--- config.mk ---
export PLATFORM = sky130hd
export DESIGN_NAME = rv32_bus_switch_flat
export DESIGN_NICKNAME = d
export VERILOG_FILES = /design/src/rtl/rv32_bus_switch_if.sv /design/src/rtl/rv32_bus_switch.sv /design/src/flat_wrapper.sv
export SDC_FILE = /design/constraint.sdc
export NUM_CORES = 1
export LEC_CHECK = 0
export BUFFER_PORTS_ARGS = -buffer_cell sky130_fd_sc_hd__buf_2
export CAP_MARGIN = 30
export CORE_AREA = 8 8 119 121
export CTS_BUF_LIST = sky130_fd_sc_hd__clkbuf_8
export CTS_CLUSTER_SIZE = 20
export DETAILED_ROUTE_END_ITERATION = 6
export DIE_AREA = 0 0 127 129
export GPL_ROUTABILITY_DRIVEN = 0
export HOLD_SLACK_MARGIN = 0.12
export PLACE_DENSITY_LB_ADDON = 0.15
export RECOVER_POWER = 50
export SETUP_SLACK_MARGIN = 0.1
export SLEW_MARGIN = 20
export SYNTH_ARGS = -nofsm -noshare
export SYNTH_HDL_FRONTEND = slang
export SYNTH_SLANG_ARGS = --single-unit
--- constraint.sdc ---
create_clock -name i_clk -period 1.45 [get_ports i_clk]
set_input_delay 0.145 -clock i_clk [delete_from_list [all_inputs] [get_ports i_clk]]
set_output_delay 0.145 -clock i_clk [all_outputs]
set_load 0.005 [all_outputs]
--- src/rtl/rv32_bus_switch_if.sv ---
// Bundle of the two requester ports (A = LSU, B = fetch) and the shared downstream port X.
// The switch uses the slave modport; the surrounding fabric/bench drives through master.
interface rv32_bus_switch_if #(
  parameter int unsigned XLEN = 32
);
  logic [XLEN-1:0] i_a_req_addr;
  logic [XLEN-1:0] i_a_req_data;
  logic [3:0]      i_a_req_ben;
  logic            i_a_req_we;
  logic            i_a_req_re;
  logic            i_a_req_src;
  logic            i_a_req_priv;
  logic            i_a_req_rvso;
  logic [XLEN-1:0] o_a_rsp_data;
  logic            o_a_rsp_ack;
  logic            o_a_rsp_err;

  logic [XLEN-1:0] i_b_req_addr;
  logic [XLEN-1:0] i_b_req_data;
  logic [3:0]      i_b_req_ben;
  logic            i_b_req_we;
  logic            i_b_req_re;
  logic            i_b_req_src;
  logic            i_b_req_priv;
  logic            i_b_req_rvso;
  logic [XLEN-1:0] o_b_rsp_data;
  logic            o_b_rsp_ack;
  logic            o_b_rsp_err;

  logic [XLEN-1:0] o_x_req_addr;
  logic [XLEN-1:0] o_x_req_data;
  logic [3:0]      o_x_req_ben;
  logic            o_x_req_we;
  logic            o_x_req_re;
  logic            o_x_req_src;
  logic            o_x_req_priv;
  logic            o_x_req_rvso;
  logic [XLEN-1:0] i_x_rsp_data;
  logic            i_x_rsp_ack;
  logic            i_x_rsp_err;

  modport slave (
    input  i_a_req_addr, i_a_req_data, i_a_req_ben, i_a_req_we, i_a_req_re,
           i_a_req_src, i_a_req_priv, i_a_req_rvso,
    output o_a_rsp_data, o_a_rsp_ack, o_a_rsp_err,
    input  i_b_req_addr, i_b_req_data, i_b_req_ben, i_b_req_we, i_b_req_re,
           i_b_req_src, i_b_req_priv, i_b_req_rvso,
    output o_b_rsp_data, o_b_rsp_ack, o_b_rsp_err,
    output o_x_req_addr, o_x_req_data, o_x_req_ben, o_x_req_we, o_x_req_re,
           o_x_req_src, o_x_req_priv, o_x_req_rvso,
    input  i_x_rsp_data, i_x_rsp_ack, i_x_rsp_err
  );

  modport master (
    output i_a_req_addr, i_a_req_data, i_a_req_ben, i_a_req_we, i_a_req_re,
           i_a_req_src, i_a_req_priv, i_a_req_rvso,
    input  o_a_rsp_data, o_a_rsp_ack, o_a_rsp_err,
    output i_b_req_addr, i_b_req_data, i_b_req_ben, i_b_req_we, i_b_req_re,
           i_b_req_src, i_b_req_priv, i_b_req_rvso,
    input  o_b_rsp_data, o_b_rsp_ack, o_b_rsp_err,
    input  o_x_req_addr, o_x_req_data, o_x_req_ben, o_x_req_we, o_x_req_re,
           o_x_req_src, o_x_req_priv, o_x_req_rvso,
    output i_x_rsp_data, i_x_rsp_ack, i_x_rsp_err
  );
endinterface

--- src/rtl/rv32_bus_switch.sv ---
// Two-into-one bus switch: LSU port A has fixed priority over fetch port B onto the CPU bus X.
// Grant is held until downstream ack/err; the response is routed to the granted port only.
module rv32_bus_switch #(
  parameter int unsigned XLEN             = 32,
  parameter bit          PORT_A_READ_ONLY = 1'b0,
  parameter bit          PORT_B_READ_ONLY = 1'b1
) (
  input  logic               i_clk,
  input  logic               i_rstn,
  rv32_bus_switch_if.slave   bus
);

  typedef enum logic [1:0] {
    ST_IDLE   = 2'd0,
    ST_BUSY_A = 2'd1,
    ST_BUSY_B = 2'd2
  } state_e;

  state_e state_q, state_d;

  logic pend_a_rd_q, pend_a_wr_q, pend_b_rd_q, pend_b_wr_q;
  logic pend_a_rd_d, pend_a_wr_d, pend_b_rd_d, pend_b_wr_d;
  logic x_re_q, x_we_q, x_re_d, x_we_d;

  logic a_we_live, b_we_live;
  logic a_rd, a_wr, b_rd, b_wr;
  logic a_has_req, b_has_req, rsp_done;
  logic grant_a, grant_b;
  logic busy_a, busy_b;

  // Write strobes on a read-only port are dropped before they can reach anything.
  assign a_we_live = bus.i_a_req_we & !PORT_A_READ_ONLY;
  assign b_we_live = bus.i_b_req_we & !PORT_B_READ_ONLY;

  assign a_rd      = pend_a_rd_q | bus.i_a_req_re;
  assign a_wr      = pend_a_wr_q | a_we_live;
  assign b_rd      = pend_b_rd_q | bus.i_b_req_re;
  assign b_wr      = pend_b_wr_q | b_we_live;
  assign a_has_req = a_rd | a_wr;
  assign b_has_req = b_rd | b_wr;
  assign rsp_done  = bus.i_x_rsp_ack | bus.i_x_rsp_err;

  assign busy_a    = (state_q == ST_BUSY_A);
  assign busy_b    = (state_q == ST_BUSY_B);
  assign grant_a   = (state_q == ST_IDLE) && (state_d == ST_BUSY_A);
  assign grant_b   = (state_q == ST_IDLE) && (state_d == ST_BUSY_B);

  // State, pending flags and downstream strobes.
  always_ff @(posedge i_clk or negedge i_rstn) begin
    if (!i_rstn) begin
      state_q     <= ST_IDLE;
      pend_a_rd_q <= 1'b0;
      pend_a_wr_q <= 1'b0;
      pend_b_rd_q <= 1'b0;
      pend_b_wr_q <= 1'b0;
      x_re_q      <= 1'b0;
      x_we_q      <= 1'b0;
    end else begin
      state_q     <= state_d;
      pend_a_rd_q <= pend_a_rd_d;
      pend_a_wr_q <= pend_a_wr_d;
      pend_b_rd_q <= pend_b_rd_d;
      pend_b_wr_q <= pend_b_wr_d;
      x_re_q      <= x_re_d;
      x_we_q      <= x_we_d;
    end
  end

  // Next-state: fixed priority A over B, grant held until ack or error.
  always_comb begin
    state_d = state_q;
    unique case (state_q)
      ST_IDLE: begin
        if (a_has_req) begin
          state_d = ST_BUSY_A;
        end else if (b_has_req) begin
          state_d = ST_BUSY_B;
        end
      end
      ST_BUSY_A, ST_BUSY_B: begin
        if (rsp_done) begin
          state_d = ST_IDLE;
        end
      end
      default: state_d = ST_IDLE;
    endcase
  end

  // Strobes fire only on the grant transition; strobes on the granted port are ignored.
  always_comb begin
    x_re_d      = 1'b0;
    x_we_d      = 1'b0;
    pend_a_rd_d = pend_a_rd_q | (bus.i_a_req_re & !busy_a);
    pend_a_wr_d = pend_a_wr_q | (a_we_live & !busy_a);
    pend_b_rd_d = pend_b_rd_q | (bus.i_b_req_re & !busy_b);
    pend_b_wr_d = pend_b_wr_q | (b_we_live & !busy_b);
    if (grant_a) begin
      x_re_d      = a_rd;
      x_we_d      = a_wr & !PORT_A_READ_ONLY;
      pend_a_rd_d = 1'b0;
      pend_a_wr_d = 1'b0;
    end else if (grant_b) begin
      x_re_d      = b_rd;
      x_we_d      = b_wr & !PORT_B_READ_ONLY;
      pend_b_rd_d = 1'b0;
      pend_b_wr_d = 1'b0;
    end
  end

  assign bus.o_x_req_re   = x_re_q;
  assign bus.o_x_req_we   = x_we_q;

  // Request fields follow port B only while B owns the bus.
  assign bus.o_x_req_addr = busy_b ? bus.i_b_req_addr : bus.i_a_req_addr;
  assign bus.o_x_req_data = busy_b ? bus.i_b_req_data : bus.i_a_req_data;
  assign bus.o_x_req_ben  = busy_b ? bus.i_b_req_ben  : bus.i_a_req_ben;
  assign bus.o_x_req_src  = busy_b ? bus.i_b_req_src  : bus.i_a_req_src;
  assign bus.o_x_req_priv = busy_b ? bus.i_b_req_priv : bus.i_a_req_priv;
  assign bus.o_x_req_rvso = busy_b ? bus.i_b_req_rvso : bus.i_a_req_rvso;

  assign bus.o_a_rsp_ack  = bus.i_x_rsp_ack & busy_a;
  assign bus.o_a_rsp_err  = bus.i_x_rsp_err & busy_a;
  assign bus.o_a_rsp_data = busy_a ? bus.i_x_rsp_data : {XLEN{1'b0}};
  assign bus.o_b_rsp_ack  = bus.i_x_rsp_ack & busy_b;
  assign bus.o_b_rsp_err  = bus.i_x_rsp_err & busy_b;
  assign bus.o_b_rsp_data = busy_b ? bus.i_x_rsp_data : {XLEN{1'b0}};

endmodule

--- src/flat_wrapper.sv ---
// flat-port wrapper written by rule: the top's interface ports become plain ports
module rv32_bus_switch_flat 
#(
  parameter int unsigned XLEN             = 32,
  parameter bit          PORT_A_READ_ONLY = 1'b0,
  parameter bit          PORT_B_READ_ONLY = 1'b1
)
  (i_clk, i_rstn, bus_i_a_req_addr, bus_i_a_req_data, bus_i_a_req_ben, bus_i_a_req_we, bus_i_a_req_re, bus_i_a_req_src, bus_i_a_req_priv, bus_i_a_req_rvso, bus_o_a_rsp_data, bus_o_a_rsp_ack, bus_o_a_rsp_err, bus_i_b_req_addr, bus_i_b_req_data, bus_i_b_req_ben, bus_i_b_req_we, bus_i_b_req_re, bus_i_b_req_src, bus_i_b_req_priv, bus_i_b_req_rvso, bus_o_b_rsp_data, bus_o_b_rsp_ack, bus_o_b_rsp_err, bus_o_x_req_addr, bus_o_x_req_data, bus_o_x_req_ben, bus_o_x_req_we, bus_o_x_req_re, bus_o_x_req_src, bus_o_x_req_priv, bus_o_x_req_rvso, bus_i_x_rsp_data, bus_i_x_rsp_ack, bus_i_x_rsp_err);
  rv32_bus_switch_if #(.XLEN(XLEN)) bus_i ();
  input  logic i_clk;
  input  logic i_rstn;
  input wire logic [$bits(bus_i.i_a_req_addr)-1:0] bus_i_a_req_addr;
  input wire logic [$bits(bus_i.i_a_req_data)-1:0] bus_i_a_req_data;
  input wire logic [$bits(bus_i.i_a_req_ben)-1:0] bus_i_a_req_ben;
  input wire logic [$bits(bus_i.i_a_req_we)-1:0] bus_i_a_req_we;
  input wire logic [$bits(bus_i.i_a_req_re)-1:0] bus_i_a_req_re;
  input wire logic [$bits(bus_i.i_a_req_src)-1:0] bus_i_a_req_src;
  input wire logic [$bits(bus_i.i_a_req_priv)-1:0] bus_i_a_req_priv;
  input wire logic [$bits(bus_i.i_a_req_rvso)-1:0] bus_i_a_req_rvso;
  output wire logic [$bits(bus_i.o_a_rsp_data)-1:0] bus_o_a_rsp_data;
  output wire logic [$bits(bus_i.o_a_rsp_ack)-1:0] bus_o_a_rsp_ack;
  output wire logic [$bits(bus_i.o_a_rsp_err)-1:0] bus_o_a_rsp_err;
  input wire logic [$bits(bus_i.i_b_req_addr)-1:0] bus_i_b_req_addr;
  input wire logic [$bits(bus_i.i_b_req_data)-1:0] bus_i_b_req_data;
  input wire logic [$bits(bus_i.i_b_req_ben)-1:0] bus_i_b_req_ben;
  input wire logic [$bits(bus_i.i_b_req_we)-1:0] bus_i_b_req_we;
  input wire logic [$bits(bus_i.i_b_req_re)-1:0] bus_i_b_req_re;
  input wire logic [$bits(bus_i.i_b_req_src)-1:0] bus_i_b_req_src;
  input wire logic [$bits(bus_i.i_b_req_priv)-1:0] bus_i_b_req_priv;
  input wire logic [$bits(bus_i.i_b_req_rvso)-1:0] bus_i_b_req_rvso;
  output wire logic [$bits(bus_i.o_b_rsp_data)-1:0] bus_o_b_rsp_data;
  output wire logic [$bits(bus_i.o_b_rsp_ack)-1:0] bus_o_b_rsp_ack;
  output wire logic [$bits(bus_i.o_b_rsp_err)-1:0] bus_o_b_rsp_err;
  output wire logic [$bits(bus_i.o_x_req_addr)-1:0] bus_o_x_req_addr;
  output wire logic [$bits(bus_i.o_x_req_data)-1:0] bus_o_x_req_data;
  output wire logic [$bits(bus_i.o_x_req_ben)-1:0] bus_o_x_req_ben;
  output wire logic [$bits(bus_i.o_x_req_we)-1:0] bus_o_x_req_we;
  output wire logic [$bits(bus_i.o_x_req_re)-1:0] bus_o_x_req_re;
  output wire logic [$bits(bus_i.o_x_req_src)-1:0] bus_o_x_req_src;
  output wire logic [$bits(bus_i.o_x_req_priv)-1:0] bus_o_x_req_priv;
  output wire logic [$bits(bus_i.o_x_req_rvso)-1:0] bus_o_x_req_rvso;
  input wire logic [$bits(bus_i.i_x_rsp_data)-1:0] bus_i_x_rsp_data;
  input wire logic [$bits(bus_i.i_x_rsp_ack)-1:0] bus_i_x_rsp_ack;
  input wire logic [$bits(bus_i.i_x_rsp_err)-1:0] bus_i_x_rsp_err;
  assign bus_i.i_a_req_addr = bus_i_a_req_addr;
  assign bus_i.i_a_req_data = bus_i_a_req_data;
  assign bus_i.i_a_req_ben = bus_i_a_req_ben;
  assign bus_i.i_a_req_we = bus_i_a_req_we;
  assign bus_i.i_a_req_re = bus_i_a_req_re;
  assign bus_i.i_a_req_src = bus_i_a_req_src;
  assign bus_i.i_a_req_priv = bus_i_a_req_priv;
  assign bus_i.i_a_req_rvso = bus_i_a_req_rvso;
  assign bus_o_a_rsp_data = bus_i.o_a_rsp_data;
  assign bus_o_a_rsp_ack = bus_i.o_a_rsp_ack;
  assign bus_o_a_rsp_err = bus_i.o_a_rsp_err;
  assign bus_i.i_b_req_addr = bus_i_b_req_addr;
  assign bus_i.i_b_req_data = bus_i_b_req_data;
  assign bus_i.i_b_req_ben = bus_i_b_req_ben;
  assign bus_i.i_b_req_we = bus_i_b_req_we;
  assign bus_i.i_b_req_re = bus_i_b_req_re;
  assign bus_i.i_b_req_src = bus_i_b_req_src;
  assign bus_i.i_b_req_priv = bus_i_b_req_priv;
  assign bus_i.i_b_req_rvso = bus_i_b_req_rvso;
  assign bus_o_b_rsp_data = bus_i.o_b_rsp_data;
  assign bus_o_b_rsp_ack = bus_i.o_b_rsp_ack;
  assign bus_o_b_rsp_err = bus_i.o_b_rsp_err;
  assign bus_o_x_req_addr = bus_i.o_x_req_addr;
  assign bus_o_x_req_data = bus_i.o_x_req_data;
  assign bus_o_x_req_ben = bus_i.o_x_req_ben;
  assign bus_o_x_req_we = bus_i.o_x_req_we;
  assign bus_o_x_req_re = bus_i.o_x_req_re;
  assign bus_o_x_req_src = bus_i.o_x_req_src;
  assign bus_o_x_req_priv = bus_i.o_x_req_priv;
  assign bus_o_x_req_rvso = bus_i.o_x_req_rvso;
  assign bus_i.i_x_rsp_data = bus_i_x_rsp_data;
  assign bus_i.i_x_rsp_ack = bus_i_x_rsp_ack;
  assign bus_i.i_x_rsp_err = bus_i_x_rsp_err;
  rv32_bus_switch #(.XLEN(XLEN), .PORT_A_READ_ONLY(PORT_A_READ_ONLY), .PORT_B_READ_ONLY(PORT_B_READ_ONLY)) u_core (.i_clk(i_clk), .i_rstn(i_rstn), .bus(bus_i));
endmodule
Yosys cells after proc, flatten, opt, wreduce, memory -nomap -nowiden
Index checks and enable logic that the tools add are counted.
{"block": "op_classes", "n_bitwise": 15, "muxes": 19, "n_eq_ne": 4, "reduce_logical": 6}
{"operator": "32-bit two-way mux", "n": 4}
{"operator": "1-bit two-way mux", "n": 10}
{"operator": "1-bit bitwise OR", "n": 8}
{"operator": "1-bit bitwise AND", "n": 7}
{"operator": "2-bit two-way mux", "n": 3}
{"operator": "2-bit by 1-bit == test with 1-bit output (second input constant)", "n": 2}
{"operator": "2-bit == test (second input constant)", "n": 2}
{"operator": "4-bit two-way mux", "n": 1}
{"operator": "2-bit one-hot mux with 2 select lines", "n": 1}
{"operator": "1-bit logical AND", "n": 2}
{"operator": "1-bit logical NOT", "n": 2}
{"operator": "2-bit logical NOT", "n": 1}
{"operator": "2-bit OR reduction", "n": 1}
{"block": "totals", "inputBits": 182, "regBits": 7, "out_inout_bits": 141}

Longest topological paths before layout
Gate-level depths: netlist (run 1).
{"block": "logic_depth", "depth_word": 8, "mapped_depth": 8, "ltp_nobuf": 5}

Worst setup path before layout (run 1)
Ideal clock, no wire load.
{"block": "synth_path", "path_type": "reg2out", "from": "register u_core.state_q[0]", "to": "output port bus_o_x_req_addr[26]", "stages_incl_launch_ff": 7, "t_required_ns": 1.305, "path_slack_ns": -0.015, "arrival_time_ns": 1.320, "n_path_buf": 3, "cell_sequence": "dfrtp_1 -> inv_1 -> ha_1 -> buf_2 -> buf_6 -> buf_6 -> mux2_4"}
{"block": "synth_between", "elab_chain_len": 2}
{"element": "start, declared", "line": "rv32_bus_switch.sv:19", "rtl": "state_e state_q, state_d;"}
{"element": "start signal, assigned", "line": "rv32_bus_switch.sv:59", "rtl": "state_q <= state_d;"}
{"element": "2-bit == test", "line": "rv32_bus_switch.sv:44", "rtl": "assign busy_b = (state_q == ST_BUSY_B);"}
{"element": "32-bit two-way mux", "line": "rv32_bus_switch.sv:114", "rtl": "assign bus.o_x_req_addr = busy_b ? bus.i_b_req_addr : bus.i_a_req_addr;"}
{"element": "end, declared", "line": "flat_wrapper.sv:34", "rtl": "output wire logic [$bits(bus_i.o_x_req_addr)-1:0] bus_o_x_req_addr;"}
Every way passes these cells.

Worst setup path after layout (run 1)
{"block": "layout_path", "from": "register u_core.state_q[0]", "to": "output port bus_o_x_req_addr[28]"}
Same word-level chain as after synthesis.

==> results of run 1 <==
## worst paths after layout
| kind | start | end | slack [ns] | cells after the start |
|---|---|---|---|---|
| setup / recovery | u_core.state_q[0] | bus_o_x_req_addr[28] | -0.36 | 7 |
| hold / removal | bus_i_a_req_re | u_core.pend_a_rd_q | 0.23 | 3 |
| setup reg to reg | u_core.state_q[1] | u_core.pend_a_rd_q | -0.23 | 11 |
| hold reg to reg | u_core.pend_a_wr_q | u_core.pend_a_wr_q | 0.55 | 2 |
| max in group asynchronous | i_rstn | u_core.pend_a_rd_q | 0.82 | 2 |
| min in group asynchronous | i_rstn | u_core.pend_b_rd_q | 0.35 | 2 |
## synth_stat cells
library cell   n
and2_1        69
or3b_1         1
a31oi_1        1
inv_2          2
mux2_4         5
nand2_1        2
a21bo_1        1
buf_2          7
a21oi_1        4
buf_6          2
ha_1           4
nor2b_1        1
nand4bb_1      2
o21ai_0        1
nor3_1         1
clkbuf_1       6
inv_1          2
o22ai_1        2
nor4_2         1
mux2_1        66
dfrtp_1        7
nor2_1         5
## cell usage in the layout, fill, tap and decap left out, drive strengths merged
| cell type | netlist | layout |
|---|---|---|
| buf | 9 | 353 |
| mux2 | 71 | 71 |
| and2 | 69 | 69 |
| clkbuf | 6 | 10 |
| dfrtp | 7 | 7 |
| nor2 | 5 | 5 |
| inv | 4 | 5 |
| ha | 4 | 4 |
| a21oi | 4 | 4 |
| nand2 | 2 | 2 |
| nand4bb | 2 | 2 |
| o22ai | 2 | 2 |
| nor2b | 1 | 1 |
| nor4 | 1 | 1 |
| nor3 | 1 | 1 |
| or3b | 1 | 1 |
| a21bo | 1 | 1 |
| o21ai | 1 | 1 |
| a31oi | 1 | 1 |
| bufbuf | 0 | 1 |
| dlygate4sd3 | 0 | 1 |
## state kept, by name, summed over array words and instances, names as in the netlist
signal	flops
u_core.bus.o_x_req_re	1
u_core.state_q	2
u_core.pend_a_rd_q	1
u_core.pend_a_wr_q	1
u_core.pend_b_rd_q	1
u_core.bus.o_x_req_we	1
## worst max-delay path, stage by stage, from the launching register on
cell	delay (ns)
dfrtp_1	0.39
inv_2	0.09
ha_4	0.18
buf_12	0.11
buf_12	0.10
clkbuf_16	0.14
mux2_4	0.30
buf_6	0.12
## layer usage
layer / GRT usage (%) / part of all wire, % / routed length, microns
met1: 12.75 / 33 / 4397
met2: 27.03 / 53 / 7029
met3: 6.372 / 12 / 1586
met4: 1.470 / 1.0 / 135
met5: 0 / 0 / 0
## power breakdown
group	switching [W]	internal, W	leakage [nW]
clock	0.0000845	0.000183	0.0269
sequential	0.0000618	0.000276	0.0862
combinational	0.00156	0.00250	2.49
## final cells by class
cell class | count | area (sq um) | share of cell area, %
repair buffers | 362 | 2544 | 54.21
multi-input cells | 166 | 1723 | 36.72
clock inverters | 1 | 3.754 | 0.08000
inverters | 4 | 17.52 | 0.3733
flip-flops and latches | 7 | 175.2 | 3.733
clock buffers | 3 | 41.29 | 0.8800
well taps | 150 | 187.7 | 4.000
## timing repair
item | in CTS | in global routing
gates resized for setup | 62 | 63
hold endpoints to repair | 7 | 0
pin swaps | 4 | 4
hold buffers | 1 | 0
gates cloned | 6 | 7
endpoints found under the setup margin | 143 | 146
setup buffers | 17 | 3
## cells by family after synthesis
logic type	after synthesis	synth area share [%]
AND/OR/NAND/NOR	82	30.08
multiplexers	71	47.98
buffers and inverters	19	5.576
AO/OA/AOI/OAI	9	3.155
flip-flops	7	10.27
adder cells (fa/ha/maj)	4	2.935
## stage by stage
stage / cells / worst slack (ns) / hold WS, ns / total power (W) / TNS [ns]
CTS: 684 / -0.3730 / 0.2145 / 0.004082 / -41.78
floorplan: 192 / -0.0008588 / -0.1506 / 0.001436 / -0.004294
finish: 693 / -0.3647 / 0.2294 / 0.004667 / -40.80
global route: 693 / -0.4307 / 0.2295 / 0.005010 / -50.53
global placement: 657 / -0.1076 / -0.01053 / 0.002722 / -5.731
detailed placement: 657 / -0.1151 / -0.007541 / 0.002724 / -6.339
==> reports/qor.yml, run 1 <==
worst_setup_path:
  critPathKind: "reg2out"
  crit_arrival_ns: 1.67
  crit_fanout: 5
  worstSetupStartpointType: "flop"
  required_ns: 1.31
  end_kind: "output pin"
sta:
  hold_viol_final: 0
  skew_ns: 0.0007548
  rsz0062_at_grt: "yes"
  maxSlewHeadroom_pct: 72.81
  fin_ws_ns: -0.3647
  finalCritPeriodShare_pct: 125.2
  slew_viol_final: 0
  tightest_slew_ns: 0.4044
  finalCriticalPeriod_ns: 1.815
  fmax_mhz: 551.0
  setup_violations: 146
synth:
  yosysWarnings: 0
  syn_avg_cell_area_sq_um: 8.882
  synth_seq_area_share_pct: 10.27
  syn-cell-area_sq_um: 1705
  syn_inst: 192
  synth_top_area_cell: "mux2_1"
  yosys-top-cells-area: "mux2_1 44%, and2_1 25%, dfrtp_1 10%"
  syn-num-nets: 378
  ys_types: 22
  synth_top_area_share_pct: 43.58
  ys_seq_elements: 7
run:
  drv_cap: 0
global_routing:
  grt-ovfl-total: 0
  grt_max_degree: 21
  grt_usage_pct: 13.62
  antenna_found_initial: 0
  grt_pass1_vias: 3265
  grt_pass1_wl_microns: 17900
clock_tree:
  clock-sinks: 7
  cts_tree: "built"
  clockBufferDepth: 2
  numCtsBuffers: 3
  ctsHtreeMaxLevel: 1
  clk_latency_ns: 0.22
  cts_root_buffer: "clkbuf_8"
  clk_pin_slew_worst_paths_ns: 0.04
placement:
  place_area_sq_um: 3537
  port-buffer-count: 321
  hpwl_microns: 9766
final_layout:
  n_fill_cell: 1229
  fin_util_pct: 38.11
  nets: 730
  layout-drive-gt1-share_pct: 79.74
  antennaDiodeCount: 0
  design_area_sq_um: 4692
  syn_to_final_growth_pct: 175.1
floorplanning:
  die_h_microns: 129
  row_count: 41
  initial_core_util_pct: 13.85
  io_pins: 323
  die_x_microns: 127
  dieArea_sq_um: 16380
  coreArea_sq_um: 12310
detailed_routing:
  ant_nets: 0
  wl_per_cell_microns: 18.97
  routed_wl_microns: 13150
  drc: 0
  first_pass_iters: 3
  drt_iter0_drc: 55
  route.detailed.vias_per_inst: 4.189
  vias: 2903
status:
  status: "complete, but fails checks"
  violations: "negative setup slack"
pwr:
  power.density_nw_per_um2: 994.7
  peakVddDrop_mv: 0.5909
  p_leak_nw: 2.604
worst_hold_path:
  min_path_type: "in2reg"
(Power assumes the default switching activity.)
==> run 2: changes to the inputs <==
--- a/config.mk
+++ b/config.mk
@@ -8,7 +8,7 @@
 export BUFFER_PORTS_ARGS = -buffer_cell sky130_fd_sc_hd__buf_2
 export CAP_MARGIN = 30
 export CORE_AREA = 8 8 119 121
-export CTS_BUF_LIST = sky130_fd_sc_hd__clkbuf_8
+export CTS_BUF_LIST = sky130_fd_sc_hd__clkbuf_4 sky130_fd_sc_hd__clkbuf_8 sky130_fd_sc_hd__clkbuf_16
 export CTS_CLUSTER_SIZE = 20
 export DETAILED_ROUTE_END_ITERATION = 6
 export DIE_AREA = 0 0 127 129
==> run 2 against run 1 <==
  * The run still ends with negative setup slack left
  * Largest power group unchanged
  * Critical endpoint unchanged
  * Clock skew about the same
  * Non-clock buffer count unchanged
  * First-iteration DRC count fell by 5.5%
  * Combinational power hardly changed
  * Highest routed layer unchanged
==> reports/qor.yml, run 2 (same netlist as run 1, synthesis figures left out) <==
detailed_routing:
  drc: 0
  first_pass_iters: 3
  routed_wl_microns: 13190
  ant_nets: 0
  vias: 2917
  route.detailed.vias_per_inst: 4.209
  drt_iter0_drc: 52
  wl_per_cell_microns: 19.03
worst_setup_path:
  crit_slowest_cell: "dfrtp_1"
  crit_fanout: 5
  crit_arrival_ns: 1.68
  end_kind: "output pin"
  crit_chain: "inv_2 > ha_4 > buf_12 > buf_12 > clkbuf_16 > mux2_4 > buf_6"
  worstSetupStartpointType: "flop"
  crit_buf_inv: 5
  critPathKind: "reg2out"
  crit_family: "buffers and inverters"
  max_stage_delay_ns: 0.39
  required_ns: 1.31
  crit_path_frequent_cell: "buf_12"
final_layout:
  fin_util_pct: 38.39
  syn_to_final_growth_pct: 177.2
  layout_commonest_cell: "buf_2"
  final_cell_mix: "279 x buf_2, 67 x and2_1, 52 x buf_6, 47 x mux2_4, 24 x mux2_1"
  largest-register: "u_core.state_q"
  layout-drive-gt1-share_pct: 79.74
  nets: 730
  antennaDiodeCount: 0
  largest_reg_flops: 2
floorplanning:
  initial_core_util_pct: 13.85
  dieArea_sq_um: 16380
  die_x_microns: 127
  io_pins: 323
  coreArea_sq_um: 12310
  row_count: 41
  die_h_microns: 129
global_routing:
  grt_pass1_vias: 3270
  grt_max_degree: 21
  grt_usage_pct: 13.65
  use_met2_pct: 27.03
  use_met3_pct: 6.496
  grt_most_used_layer: "met2"
  antenna_found_initial: 0
  grt-ovfl-total: 0
  grt_pass1_wl_microns: 17930
  grtUsageMet1_pct: 12.77
clock_tree:
  clock-sinks: 7
  cts_root_buffer: "clkbuf_16"
  ctsHtreeMaxLevel: 1
  clk_pin_slew_worst_paths_ns: 0.04
  cts_tree: "built"
  clockBufferDepth: 2
  clk_latency_ns: 0.23
  numCtsBuffers: 3
pwr:
  seqPwrFrac_pct: 6.9
  power.switching_w: 0.001731
  p_total_w: 0.004887
  p_int_w: 0.003156
  pwr-share-clk_pct: 10.1
  p_leak_nw: 2.616
  peakVddDrop_mv: 0.5909
  combPwrFrac_pct: 83.0
  swShare_pct: 35.43
  power.density_nw_per_um2: 1034
run:
  drv_cap: 0
status:
  status: "complete, but fails checks"
  violations: "negative setup slack"
sta:
  finalCriticalPeriod_ns: 1.821
  fmax_mhz: 549.2
  rsz0062_at_grt: "yes"
  maxSlewHeadroom_pct: 72.81
  hold_viol_final: 0
  setup_violations: 146
  skew_ns: 0.001181
  finalCritPeriodShare_pct: 125.6
  tightest_slew_ns: 0.4044
  slew_viol_final: 0
  fin_ws_ns: -0.3707
placement:
  hpwl_microns: 9766
  port-buffer-count: 321
worst_hold_path:
  min_path_type: "in2reg"
## run 2: cell count changes in the layout (fill, tap and decap cells not counted), sizes merged
| cell | change |
|---|---|
| clkbuf | +1 |
| inv | -1 |
## run 2: final cells by class
type | count | area, sq um
multi-input combinational | 166 | 1720
sequential | 7 | 175.2
clock buffer | 4 | 82.58
timing repair buffer | 362 | 2544
tap | 150 | 187.7
fill | 1224 | 7585
inverter | 4 | 17.52
## run 2: power by group through the flow
stage          sequential (W)  combinational, W  clock (W)
6_report             0.000337           0.00405   0.000494
5_1_grt              0.000347           0.00436   0.000517
4_1_cts              0.000331           0.00348   0.000498
3_3_place_gp         0.000326           0.00240          0
3_5_place_dp         0.000328           0.00240          0
2_1_floorplan        0.000332           0.00110          0
## run 2: path summary, 6_finish.rpt
kind,cells past startpoint,startpoint,slack (ns),endpoint
worst min register to register,2,u_core.pend_a_wr_q,0.55,u_core.pend_a_wr_q
worst max-delay path,7,u_core.state_q[0],-0.37,bus_o_x_req_addr[28]
max in group asynchronous,2,i_rstn,0.83,u_core.state_q[1]
worst max register to register,11,u_core.state_q[1],-0.23,u_core.pend_a_rd_q
min in group asynchronous,2,i_rstn,0.34,u_core.pend_b_rd_q
worst min-delay path,3,bus_i_a_req_re,0.22,u_core.pend_a_rd_q
## run 2: metal layers
metal | wire length (microns) | part of all wire (%)
met1 | 4395 | 33
met5 | 0 | 0
met2 | 7034 | 53
met4 | 166 | 1.3
met3 | 1590 | 12
## run 2: worst min-delay path: cells and delay by family
kind / cells / cell delay (ns)
and+or+nand+nor: 1 / 0.08
buffers and inverters: 1 / 0.12
AOI/OAI and AO/OA: 1 / 0.06
## run 2: through the flow
step / setup slack, ns / area [sq um] / cells / hold WS [ns] / setup TNS (ns)
after CTS: -0.3737 / 4234 / 684 / 0.2126 / -41.88
after floorplan: -0.0008588 / 1714 / 192 / -0.1506 / -0.004294
after global placement: -0.1076 / 3537 / 657 / -0.01053 / -5.731
after detailed placement: -0.1151 / 3537 / 657 / -0.007541 / -6.339
final: -0.3707 / 4727 / 693 / 0.2228 / -41.55
after global routing: -0.4286 / 4727 / 693 / 0.2297 / -50.35
## run 2: repair_timing
action,CTS,global route
gates resized for setup,62,62
hold buffers,1,0
hold endpoints to repair,7,0
gates cloned,6,7
pin swaps,4,4
buffers inserted,17,3
setup endpoints to repair,143,146
==> run 3: changes to the inputs <==
--- a/config.mk
+++ b/config.mk
@@ -5,10 +5,11 @@
 export SDC_FILE = /design/constraint.sdc
 export NUM_CORES = 1
 export LEC_CHECK = 0
-export BUFFER_PORTS_ARGS = -buffer_cell sky130_fd_sc_hd__buf_2
+export BUFFER_PORTS_ARGS = -buffer_cell sky130_fd_sc_hd__buf_4
 export CAP_MARGIN = 30
 export CORE_AREA = 8 8 119 121
 export CTS_BUF_LIST = sky130_fd_sc_hd__clkbuf_4 sky130_fd_sc_hd__clkbuf_8 sky130_fd_sc_hd__clkbuf_16
+export CTS_CLUSTER_DIAMETER = 200
 export CTS_CLUSTER_SIZE = 20
 export DETAILED_ROUTE_END_ITERATION = 6
 export DIE_AREA = 0 0 127 129
==> run 3 against run 2 <==
  * The run still ends with negative setup slack left
  * Setup slack better by 0.057 ns
  * Critical path depth stayed put
  * Hold slack worse by 0.022 ns
  * Maximum frequency is 3.2% higher
  * Total power is 20% higher
  * Sequential share of layout area is 0.75 points lower
  * Clock-buffer cell count stayed put
  * Combinational power is 24% higher
  * Largest power group unchanged
==> reports/qor.yml, run 3 (same netlist as run 1, synthesis figures left out) <==
final_layout:
  nets: 726
  layout-drive-gt1-share_pct: 92.76
  layout_commonest_cell: "buf_4"
  largest-register: "u_core.state_q"
  antennaDiodeCount: 0
  largest_reg_flops: 2
  fin_util_pct: 48.10
  syn_to_final_growth_pct: 247.2
  final_cell_mix: "208 x buf_4, 125 x buf_6, 71 x mux2_4, 49 x and2_4, 20 x and2_1"
worst_setup_path:
  worstSetupStartpointType: "flop"
  r2r_cells: 8
  crit_path_frequent_cell: "buf_6"
  required_ns: 1.31
  ff2ff_setup_slack_ns: -0.06
  crit_slowest_cell: "dfrtp_1"
  max_stage_delay_ns: 0.41
  end_kind: "output pin"
  crit_fanout: 8
  crit_chain: "buf_6 > buf_6 > inv_4 > ha_4 > clkbuf_16 > and2_4 > buf_6"
  reg2reg_to: "u_core.pend_a_rd_q"
  r2r-start: "u_core.state_q[1]"
  critPathKind: "reg2out"
  crit_arrival_ns: 1.62
floorplanning:
  io_pins: 323
  die_x_microns: 127
  dieArea_sq_um: 16380
  coreArea_sq_um: 12310
  initial_core_util_pct: 13.85
  row_count: 41
  die_h_microns: 129
clock_tree:
  cts_tree: "built"
  numCtsBuffers: 3
  clock-sinks: 7
  cts_root_buffer: "clkbuf_16"
  ctsHtreeMaxLevel: 1
  clk_latency_ns: 0.23
  clockBufferDepth: 2
  clk_pin_slew_worst_paths_ns: 0.04
global_routing:
  grt_pass1_wl_microns: 19000
  grt_pass1_vias: 3321
  grt_usage_pct: 14.64
  grt_max_degree: 18
  grt-ovfl-total: 0
  antenna_found_initial: 0
pwr:
  power.density_nw_per_um2: 988.5
  p_leak_nw: 3.021
  peakVddDrop_mv: 0.7728
status:
  violations: "negative setup slack"
  status: "complete, but fails checks"
placement:
  port-buffer-count: 321
  hpwl_microns: 10370
detailed_routing:
  drt_iter0_drc: 26
  drc: 0
  first_pass_iters: 4
  ant_nets: 0
  routed_wl_microns: 14410
  vias: 2912
  wl_per_cell_microns: 20.91
  route.detailed.vias_per_inst: 4.226
sta:
  fin_ws_ns: -0.3140
  hold_viol_final: 0
  tightest_slew_ns: 0.4165
  setup_violations: 144
  finalCritPeriodShare_pct: 121.7
  fmax_mhz: 566.9
  finalCriticalPeriod_ns: 1.764
  slew_viol_final: 0
  maxSlewHeadroom_pct: 72.00
  skew_ns: 0.002334
  rsz0062_at_grt: "yes"
  finalSetupTns_ns: -36.01
run:
  drv_cap: 0
worst_hold_path:
  holdCritStartpoint: "bus_i_a_req_we"
  holdPathStages: 3
  min_to: "u_core.pend_a_wr_q"
  min_path_type: "in2reg"
==> run 3: area by class of cell <==
| cell class | count | area [sq um] |
|---|---|---|
| Sequential cell | 7 | 175.2 |
| Clock buffer | 4 | 82.58 |
| Timing Repair Buffer | 358 | 3546 |
| Multi-Input combinational cell | 166 | 1913 |
| Inverter | 4 | 17.52 |
| Fill cell | 1153 | 6390 |
| Tap cell | 150 | 187.7 |
==> run 3: what timing repair did <==
item                                    in CTS  in global routing
gates cloned                                 8                  8
setup buffers                               10                  4
endpoints found under the hold margin        7                  0
pin swaps                                    5                 20
gates resized for setup                    117                155
endpoints found under the setup margin     143                146
hold buffers                                 1                  0
==> run 3: worst max path at each step <==
stage	slack (ns)	depth (start not counted)	from	endpoint
5_1_grt	-0.36	6	u_core.state_q[0]	bus_o_x_req_data[3]
4_1_cts	-0.33	6	u_core.state_q[0]	bus_o_x_req_data[0]
6_report	-0.31	7	u_core.state_q[1]	bus_o_a_rsp_data[26]
3_3_place_gp	-0.14	5	u_core.state_q[0]	bus_o_x_req_data[23]
3_5_place_dp	-0.14	5	u_core.state_q[0]	bus_o_x_req_addr[9]
2_1_floorplan	-0.0009	6	u_core.state_q[0]	bus_o_x_req_addr[26]
==> run 3: power by group <==
part	internal [W]	switching, W	leakage (nW)	total, W
combinational	0.00332	0.00171	2.89	0.00502
clock	0.000385	0.000112	0.0416	0.000498
sequential	0.000276	0.0000569	0.0862	0.000333
total	0.00398	0.00188	3.02	0.00585
==> run 3: metrics by stage <==
step	setup slack [ns]	cell area (sq um)	instances	total power [W]	hold slack, ns
2_1_floorplan	-0.0008588	1714	192	0.001436	-0.1506
3_3_place_gp	-0.1352	4353	657	0.003249	-0.03575
3_5_place_dp	-0.1364	4353	657	0.003253	-0.03441
4_1_cts	-0.3274	5177	679	0.004722	0.1846
5_1_grt	-0.3625	5922	689	0.006198	0.2176
6_report	-0.3140	5922	689	0.005854	0.2006
==> run 3: metal layers <==
layer	track usage, %	part of all wire, %	vias up
li1	-	-	1349
met1	14.73	34	1365
met2	28.25	54	193
met3	6.247	12	5
met4	1.470	0.32	0
met5	0	0	-
==> run 3: worst max-delay path, delay by kind of cell (launching register included) <==
| kind | cells | cell delay, ns |
|---|---|---|
| flops | 1 | 0.41 |
| simple gates | 1 | 0.15 |
| fa+ha+maj | 1 | 0.24 |
| buf+inv | 5 | 0.58 |
